===== src/rtl/noc_switch.sv =====
// noc_switch: two-input (ring, local) wormhole ring switch with per-input FIFOs and round-robin output arbitration.
// Optional NOC_SWITCH_LOOPBACK_EN: local packets addressed to this node are delivered to the local output.
module noc_switch #(
    parameter int DATA_SIZE = 4,
    parameter int ADDR_SIZE = 1,
    parameter int ADDR      = 0,
    parameter int NODES_NUM = 2,
    parameter int BUF_DEPTH = 4
) (
    input  logic                 clk,
    input  logic                 a_rst,
    input  logic [DATA_SIZE-1:0] l_data_i,
    input  logic                 l_in_w,
    output logic                 l_out_r,
    output logic [DATA_SIZE-1:0] l_data_o,
    output logic                 l_out_w,
    input  logic                 l_in_r,
    input  logic [DATA_SIZE-1:0] r_data_i,
    input  logic                 r_in_w,
    output logic                 r_out_r,
    output logic [DATA_SIZE-1:0] r_data_o,
    output logic                 r_out_w,
    input  logic                 r_in_r
);
    localparam int PTR_W = $clog2(BUF_DEPTH);
    localparam logic [ADDR_SIZE-1:0] SELF = ADDR_SIZE'(ADDR % NODES_NUM);
    // Index 0 is the ring side and 1 the local side, for inputs and outputs alike.
    localparam int RING  = 0;
    localparam int LOCAL = 1;
`ifdef NOC_SWITCH_LOOPBACK_EN
    localparam bit LOOPBACK = 1'b1;
`else
    localparam bit LOOPBACK = 1'b0;
`endif
    localparam logic [1:0] FT_BODY   = 2'b00;
    localparam logic [1:0] FT_HEAD   = 2'b01;
    localparam logic [1:0] FT_SINGLE = 2'b11;

    typedef enum logic [1:0] {PKT_IDLE, PKT_OPEN, PKT_DROP} pkt_state_t;

    logic [DATA_SIZE-1:0] w_in_data [2];
    logic [1:0]           w_in_w, w_dn_rdy;
    logic                 r_alive;
    pkt_state_t           r_pkt [2];
    pkt_state_t           w_pkt_nxt [2];
    logic [DATA_SIZE-1:0] r_mem [2][BUF_DEPTH];
    logic [PTR_W:0]       r_wptr [2];
    logic [PTR_W:0]       r_rptr [2];
    logic [1:0]           w_full, w_empty, w_ready, w_accept, w_push, w_pop, w_drop;
    logic [DATA_SIZE-1:0] w_head [2];
    logic [1:0]           w_head_out;
    logic [1:0]           w_req [2];
    logic [1:0]           r_lock_vld, r_lock_src, r_prio;
    logic [1:0]           w_own_vld, w_own, w_xfer;
    logic [DATA_SIZE-1:0] w_out_data [2];

    assign w_in_data[RING]  = r_data_i;
    assign w_in_data[LOCAL] = l_data_i;
    assign w_in_w           = {l_in_w, r_in_w};
    assign w_dn_rdy         = {l_in_r, r_in_r};

    assign r_out_r  = w_ready[RING];
    assign l_out_r  = w_ready[LOCAL];
    assign r_out_w  = w_own_vld[RING];
    assign l_out_w  = w_own_vld[LOCAL];
    assign r_data_o = w_out_data[RING];
    assign l_data_o = w_out_data[LOCAL];

    always_comb begin
        for (int i = 0; i < 2; i++) begin
            w_empty[i]    = (r_wptr[i] == r_rptr[i]);
            w_full[i]     = (r_wptr[i] == {~r_rptr[i][PTR_W], r_rptr[i][PTR_W-1:0]});
            w_ready[i]    = r_alive && !w_full[i];
            w_accept[i]   = w_in_w[i] && w_ready[i];
            w_head[i]     = r_mem[i][r_rptr[i][PTR_W-1:0]];
            w_head_out[i] = (w_head[i][ADDR_SIZE-1:0] == SELF) ? 1'(LOCAL) : 1'(RING);
            // Without loopback, local packets to this node are swallowed at the input.
            w_drop[i]     = (i == LOCAL) && !LOOPBACK && (w_in_data[i][ADDR_SIZE-1:0] == SELF);
        end
    end

    // Input packet tracking: decides which accepted flits enter the FIFO.
    always_comb begin
        for (int i = 0; i < 2; i++) begin
            // NOTE: every combinational output gets a default first so no latch can be inferred.
            w_pkt_nxt[i] = r_pkt[i];
            w_push[i]    = 1'b0;
            if (w_accept[i]) begin
                case (w_in_data[i][DATA_SIZE-1 -: 2])
                    FT_HEAD: begin
                        w_push[i]    = !w_drop[i];
                        w_pkt_nxt[i] = w_drop[i] ? PKT_DROP : PKT_OPEN;
                    end
                    FT_SINGLE: begin
                        w_push[i]    = !w_drop[i];
                        w_pkt_nxt[i] = PKT_IDLE;
                    end
                    FT_BODY: w_push[i] = (r_pkt[i] == PKT_OPEN);
                    default: begin
                        w_push[i]    = (r_pkt[i] == PKT_OPEN);
                        w_pkt_nxt[i] = PKT_IDLE;
                    end
                endcase
            end
        end
    end

    // Heads and singles request by address; body and tail follow their input's lock.
    always_comb begin
        w_pop = '0;
        for (int o = 0; o < 2; o++) begin
            for (int i = 0; i < 2; i++) begin
                if (w_head[i][DATA_SIZE-2])
                    w_req[o][i] = !w_empty[i] && (w_head_out[i] == 1'(o));
                else
                    w_req[o][i] = !w_empty[i] && r_lock_vld[o] && (r_lock_src[o] == 1'(i));
            end
            w_own[o]     = 1'b0;
            w_own_vld[o] = 1'b0;
            if (r_lock_vld[o]) begin
                w_own[o]     = r_lock_src[o];
                w_own_vld[o] = w_req[o][r_lock_src[o]];
            end else if (&w_req[o]) begin
                w_own[o]     = r_prio[o];
                w_own_vld[o] = 1'b1;
            end else if (w_req[o][RING]) begin
                w_own[o]     = 1'(RING);
                w_own_vld[o] = 1'b1;
            end else if (w_req[o][LOCAL]) begin
                w_own[o]     = 1'(LOCAL);
                w_own_vld[o] = 1'b1;
            end
            w_xfer[o]     = w_own_vld[o] && w_dn_rdy[o];
            w_out_data[o] = w_own_vld[o] ? w_head[w_own[o]] : '0;
            if (w_xfer[o]) w_pop[w_own[o]] = 1'b1;
        end
    end

    always_ff @(posedge clk or negedge a_rst) begin
        if (!a_rst) begin
            r_alive    <= 1'b0;
            r_lock_vld <= '0;
            r_lock_src <= '0;
            r_prio     <= {2{1'(RING)}};
            for (int i = 0; i < 2; i++) begin
                r_wptr[i] <= '0;
                r_rptr[i] <= '0;
                r_pkt[i]  <= PKT_IDLE;
            end
        end else begin
            r_alive <= 1'b1;
            for (int i = 0; i < 2; i++) begin
                r_pkt[i] <= w_pkt_nxt[i];
                if (w_push[i]) r_wptr[i] <= r_wptr[i] + (PTR_W+1)'(1);
                if (w_pop[i])  r_rptr[i] <= r_rptr[i] + (PTR_W+1)'(1);
            end
            // Lock is taken at grant (not transfer) so a stalled head keeps its output.
            for (int o = 0; o < 2; o++) begin
                if (w_xfer[o] && w_out_data[o][DATA_SIZE-1]) begin
                    r_lock_vld[o] <= 1'b0;
                    r_prio[o]     <= ~w_own[o];
                end else if (w_own_vld[o]) begin
                    r_lock_vld[o] <= 1'b1;
                    r_lock_src[o] <= w_own[o];
                end
            end
        end
    end

    // NOTE: FIFO storage is not reset; pointers reset and unowned outputs are masked to zero.
    always_ff @(posedge clk) begin
        for (int i = 0; i < 2; i++)
            if (w_push[i]) r_mem[i][r_wptr[i][PTR_W-1:0]] <= w_in_data[i];
    end

endmodule


===== config.mk =====
export PLATFORM = sky130hd
export DESIGN_NAME = noc_switch
export DESIGN_NICKNAME = d
export VERILOG_FILES = /design/src/rtl/noc_switch.sv
export SDC_FILE = /design/constraint.sdc
export NUM_CORES = 1
export LEC_CHECK = 0
export CORE_AREA = 2 2 81 75
export CTS_BUF_LIST = sky130_fd_sc_hd__clkbuf_4
export DETAILED_ROUTE_END_ITERATION = 6
export DIE_AREA = 0 0 83 77
export PLACE_DENSITY_LB_ADDON = 0.25
export RECOVER_POWER = 100
export SLEW_MARGIN = 30
export SYNTH_ARGS = -nofsm -noshare
export SYNTH_HDL_FRONTEND = slang
export SYNTH_SLANG_ARGS = --single-unit

===== constraint.sdc =====
create_clock -name clk -period 2.74 [get_ports clk]
set_input_delay 0.548 -clock clk [delete_from_list [all_inputs] [get_ports clk]]
set_output_delay 0.548 -clock clk [all_outputs]
set_load 0.01 [all_outputs]

==> flow_metrics.py <==
metrics = {
    "run_status": {
        "status": "complete, but fails checks",
        "violations": "negative setup slack",
    },
    "setup_path": {
        "rr_endpoint": "r_rptr[1]$_DFFE_PN0P_",
        "crit_type": "flip-flop to output port",
        "required_ps": 2190,
        "reg2reg_setup_slack_ps": 20,
        "reg2reg_depth": 11,
        "cp_common_cell": "mux2i_4",
        "crit_path_end_kind": "output port",
        "path_max_fanout": 5,
        "r2r_start": "r_rptr[3]$_DFFE_PN0P_",
        "path_cells": "mux4_2 -> buf_6 -> mux2i_4 -> nand3b_1 -> and2_4 -> mux2i_4 -> nor2_1 -> buf_2",
        "worst_setup_path_start_kind": "flip-flop",
        "slowest_stage": "mux4_2",
        "max_stage_delay_ps": 570,
        "worstPathArrival_ps": 2440,
    },
    "layout": {
        "drive_gt1_share_pct": 37.8,
        "areaGrowthSynthToFinish_pct": 37.2,
        "layout_common_cells": "buf_4, edfxtp_1, dfrtp_1",
        "n_antenna_cell": 0,
        "nets": 314,
        "final_common_cell": "buf_4",
        "finalNonFillerCells": 361,
    },
    "sta": {
        "hold_viol_final": 0,
        "final_max_slew_viol_count": 0,
        "setup_viol": 10,
        "fmax_ghz": 0.334,
        "layout_setup_ws_ps": -253,
        "fin_skew_ps": 19.8,
        "tightest_slew_ps": 1330,
        "fin_crit_ps": 2990,
        "rsz0062_at_grt": "yes",
        "finalCritPeriodShare_pct": 109,
        "max_slew_margin_pct": 11.6,
        "fin_hold_ws_ps": 516,
    },
    "global_routing": {
        "grt_pass1_wl_mm": 8.94,
        "grt_pass1_vias": 1870,
        "grt_use_total_pct": 17.9,
        "grt-ovfl-total": 0,
        "grt_max_degree": 23,
        "antenna_found_initial": 0,
    },
    "yosys": {
        "synthCells": 202,
        "synth_area_leaders": "edfxtp_1, dfrtp_1, mux4_2",
        "syn_area_per_cell_um2": 13.3,
        "synth.distinct_cells": 42,
        "synth_nets": 226,
        "syn_area_um2": 2690,
        "synth_top_area_share_pct": 35.7,
        "ys_ff_latch": 54,
        "synth_warnings": 0,
        "yosysSeqAreaShare_pct": 56.1,
        "yosys.area.top_type": "edfxtp_1",
    },
    "route": {
        "vias": 1922,
        "via_per_inst": 5.32,
        "postRouteAntennaNets": 0,
        "dr.first_iter.drc_count": 98,
        "routedWlPerCell_um": 15.8,
        "drt_wl_total_mm": 5.71,
        "drc": 0,
        "dr.pass1.iters": 4,
    },
    "power": {
        "vdd_drop_max_uv": 725,
        "p_leak_nw": 1.53,
        "combPwrFrac_pct": 64.5,
        "p_per_area_nw_per_um2": 1270,
        "switching_share_pct": 37.8,
        "power_frac_clock_pct": 9.6,
        "pwr-share-seq_pct": 25.9,
        "p_int_mw": 2.92,
        "p_switching_mw": 1.77,
    },
    "min_path": {
        "min_from": "r_pkt[0]$_DFFE_PN0P_",
        "hp-class": "flip-flop to flip-flop",
        "holdPathEnd": "r_pkt[0]$_DFFE_PN0P_",
        "min_path_cells": 1,
    },
    "place": {
        "io_buffers": 25,
        "gp_congestion": 0.915,
        "dp.cells": 330,
        "dpl.hpwl_mm": 4.10,
    },
    "floorplanning": {
        "num_io_pins": 26,
        "die_area_um2": 6390,
        "initial_core_util_pct": 48.4,
        "die_y_um": 77,
        "fp.dieW_um": 83,
        "core_um2": 5560,
        "fp-row-count": 26,
    },
    "clock_tree": {
        "ctsRootBufferMaster": "clkbuf_4",
        "cts_sinks": 54,
        "clock_latency_ps": 370,
        "numCtsBuffers": 5,
        "cts_tree": "done",
        "clockBufferDepth": 2,
        "htreeDepth": 2,
        "clk_pin_slew_ps": 140,
    },
    "run": {
        "cap_violations": 0,
    },
}
==> how the worst max path moves through the flow <==
stage / endpoint / slack, ps / start
2_1_floorplan: l_data_o[3] / 160 / r_rptr[3]$_DFFE_PN0P_
3_3_place_gp: r_data_o[3] / -270 / r_rptr[3]$_DFFE_PN0P_
3_5_place_dp: l_data_o[1] / -280 / r_rptr[3]$_DFFE_PN0P_
4_1_cts: l_data_o[1] / -250 / r_rptr[3]$_DFFE_PN0P_
5_1_grt: l_data_o[1] / -360 / r_rptr[3]$_DFFE_PN0P_
6_report: l_data_o[3] / -250 / r_rptr[3]$_DFFE_PN0P_
==> worst max-delay path: cells and delay by family (launching register included) <==
| kind | cells | cell delay [ps] |
|---|---|---|
| buffers and inverters | 2 | 290 |
| DFF | 1 | 390 |
| muxes | 3 | 1000 |
| and+or+nand+nor | 3 | 410 |
==> area by class of cell <==
class	count	area (um^2)
Inverter	13	51.3
Timing Repair Buffer	84	701
Sequential cell	54	1510
Tap cell	70	87.6
Fill cell	404	1870
Clock inverter	1	30.0
Multi-Input combinational cell	132	1260
Clock buffer	7	52.6
==> power by group through the flow <==
stage               registers, mW  logic (mW)  clock network, mW
CTS                          1.20        2.72              0.460
global placement             1.21        2.36                  0
finish                       1.21        3.02              0.452
global route                 1.24        3.25              0.490
floorplan                    1.18        1.35                  0
detailed placement           1.22        2.41                  0
==> registers in the layout, summed over array words and instances, names as in the netlist <==
name,count
r_lock_src,2
r_rptr,6
r_wptr,6
r_alive,1
r_lock_vld,2
r_pkt,3
r_mem,32
r_prio,2
==> synth_stat cells <==
master and number:
edfxtp_1 32, dfrtp_1 22, nand2_1 17, inv_1 13, a21oi_1 12, and2_1 12, ha_1 10, nor2_1 10
mux2i_1 8, o21ai_0 7, xnor2_1 7, xor2_1 7, mux4_2 6, buf_6 3, nor3b_1 3, a22o_1 2
mux4_1 2, nand3_1 2, o211ai_1 2, o2bb2ai_1 2, o31a_1 2, a211o_1 1, a211oi_1 1, a221oi_1 1
a221oi_2 1, a2bb2oi_1 1, a32oi_2 1, a41oi_1 1, conb_1 1, mux2_1 1, mux2_2 1, mux2i_4 1
nand3b_1 1, o21a_1 1, o221a_2 1, o22a_1 1, o31a_2 1, o31ai_1 1, o41ai_1 1, o41ai_2 1
or2_2 1, or3_1 1
==> kinds of logic (layout without fill, tap and decap cells) <==
logic type,Yosys count,count (layout),share of synthesized area [%]
AOI/OAI and AO/OA,41,41,11.4
xor gates and xnor gates,14,14,4.55
adders and majority gates,10,10,4.64
buffers and inverters,16,105,3.07
DFF,54,54,56.1
muxes,19,19,11.6
other,1,1,0.139
and+or+nand+nor,47,47,8.50
==> per-stage QoR <==
step / setup slack (ps) / power [mW] / setup TNS, ps / utilization, % / area, um^2
after CTS: -246 / 4.38 / -2100 / 64.4 / 3580
final: -253 / 4.69 / -2010 / 66.4 / 3700
after detailed placement: -279 / 3.63 / -2100 / 58.7 / 3270
after global placement: -267 / 3.57 / -1950 / 58.7 / 3270
after global routing: -356 / 4.98 / -2920 / 66.4 / 3700
after floorplan: 158 / 2.54 / 0 / - / 2690
==> metal layers <==
layer | GRT usage (%) | share of wire (%)
met5 | 0 | 0
met4 | 8.52 | 2.9
met3 | 3.44 | 4.1
met2 | 27.8 | 47
met1 | 24.3 | 46
==> repair_timing <==
| item | 4_1_cts | 5_1_grt |
|---|---|---|
| setup buffers | 16 | 11 |
| gates resized for setup | 68 | 17 |
| endpoints found under the setup margin | 10 | 11 |
| hold buffers | 0 | 0 |
| hold endpoints to repair | 0 | 0 |
| pin swaps | 8 | 8 |
Power figures use the tool's default switching activity.
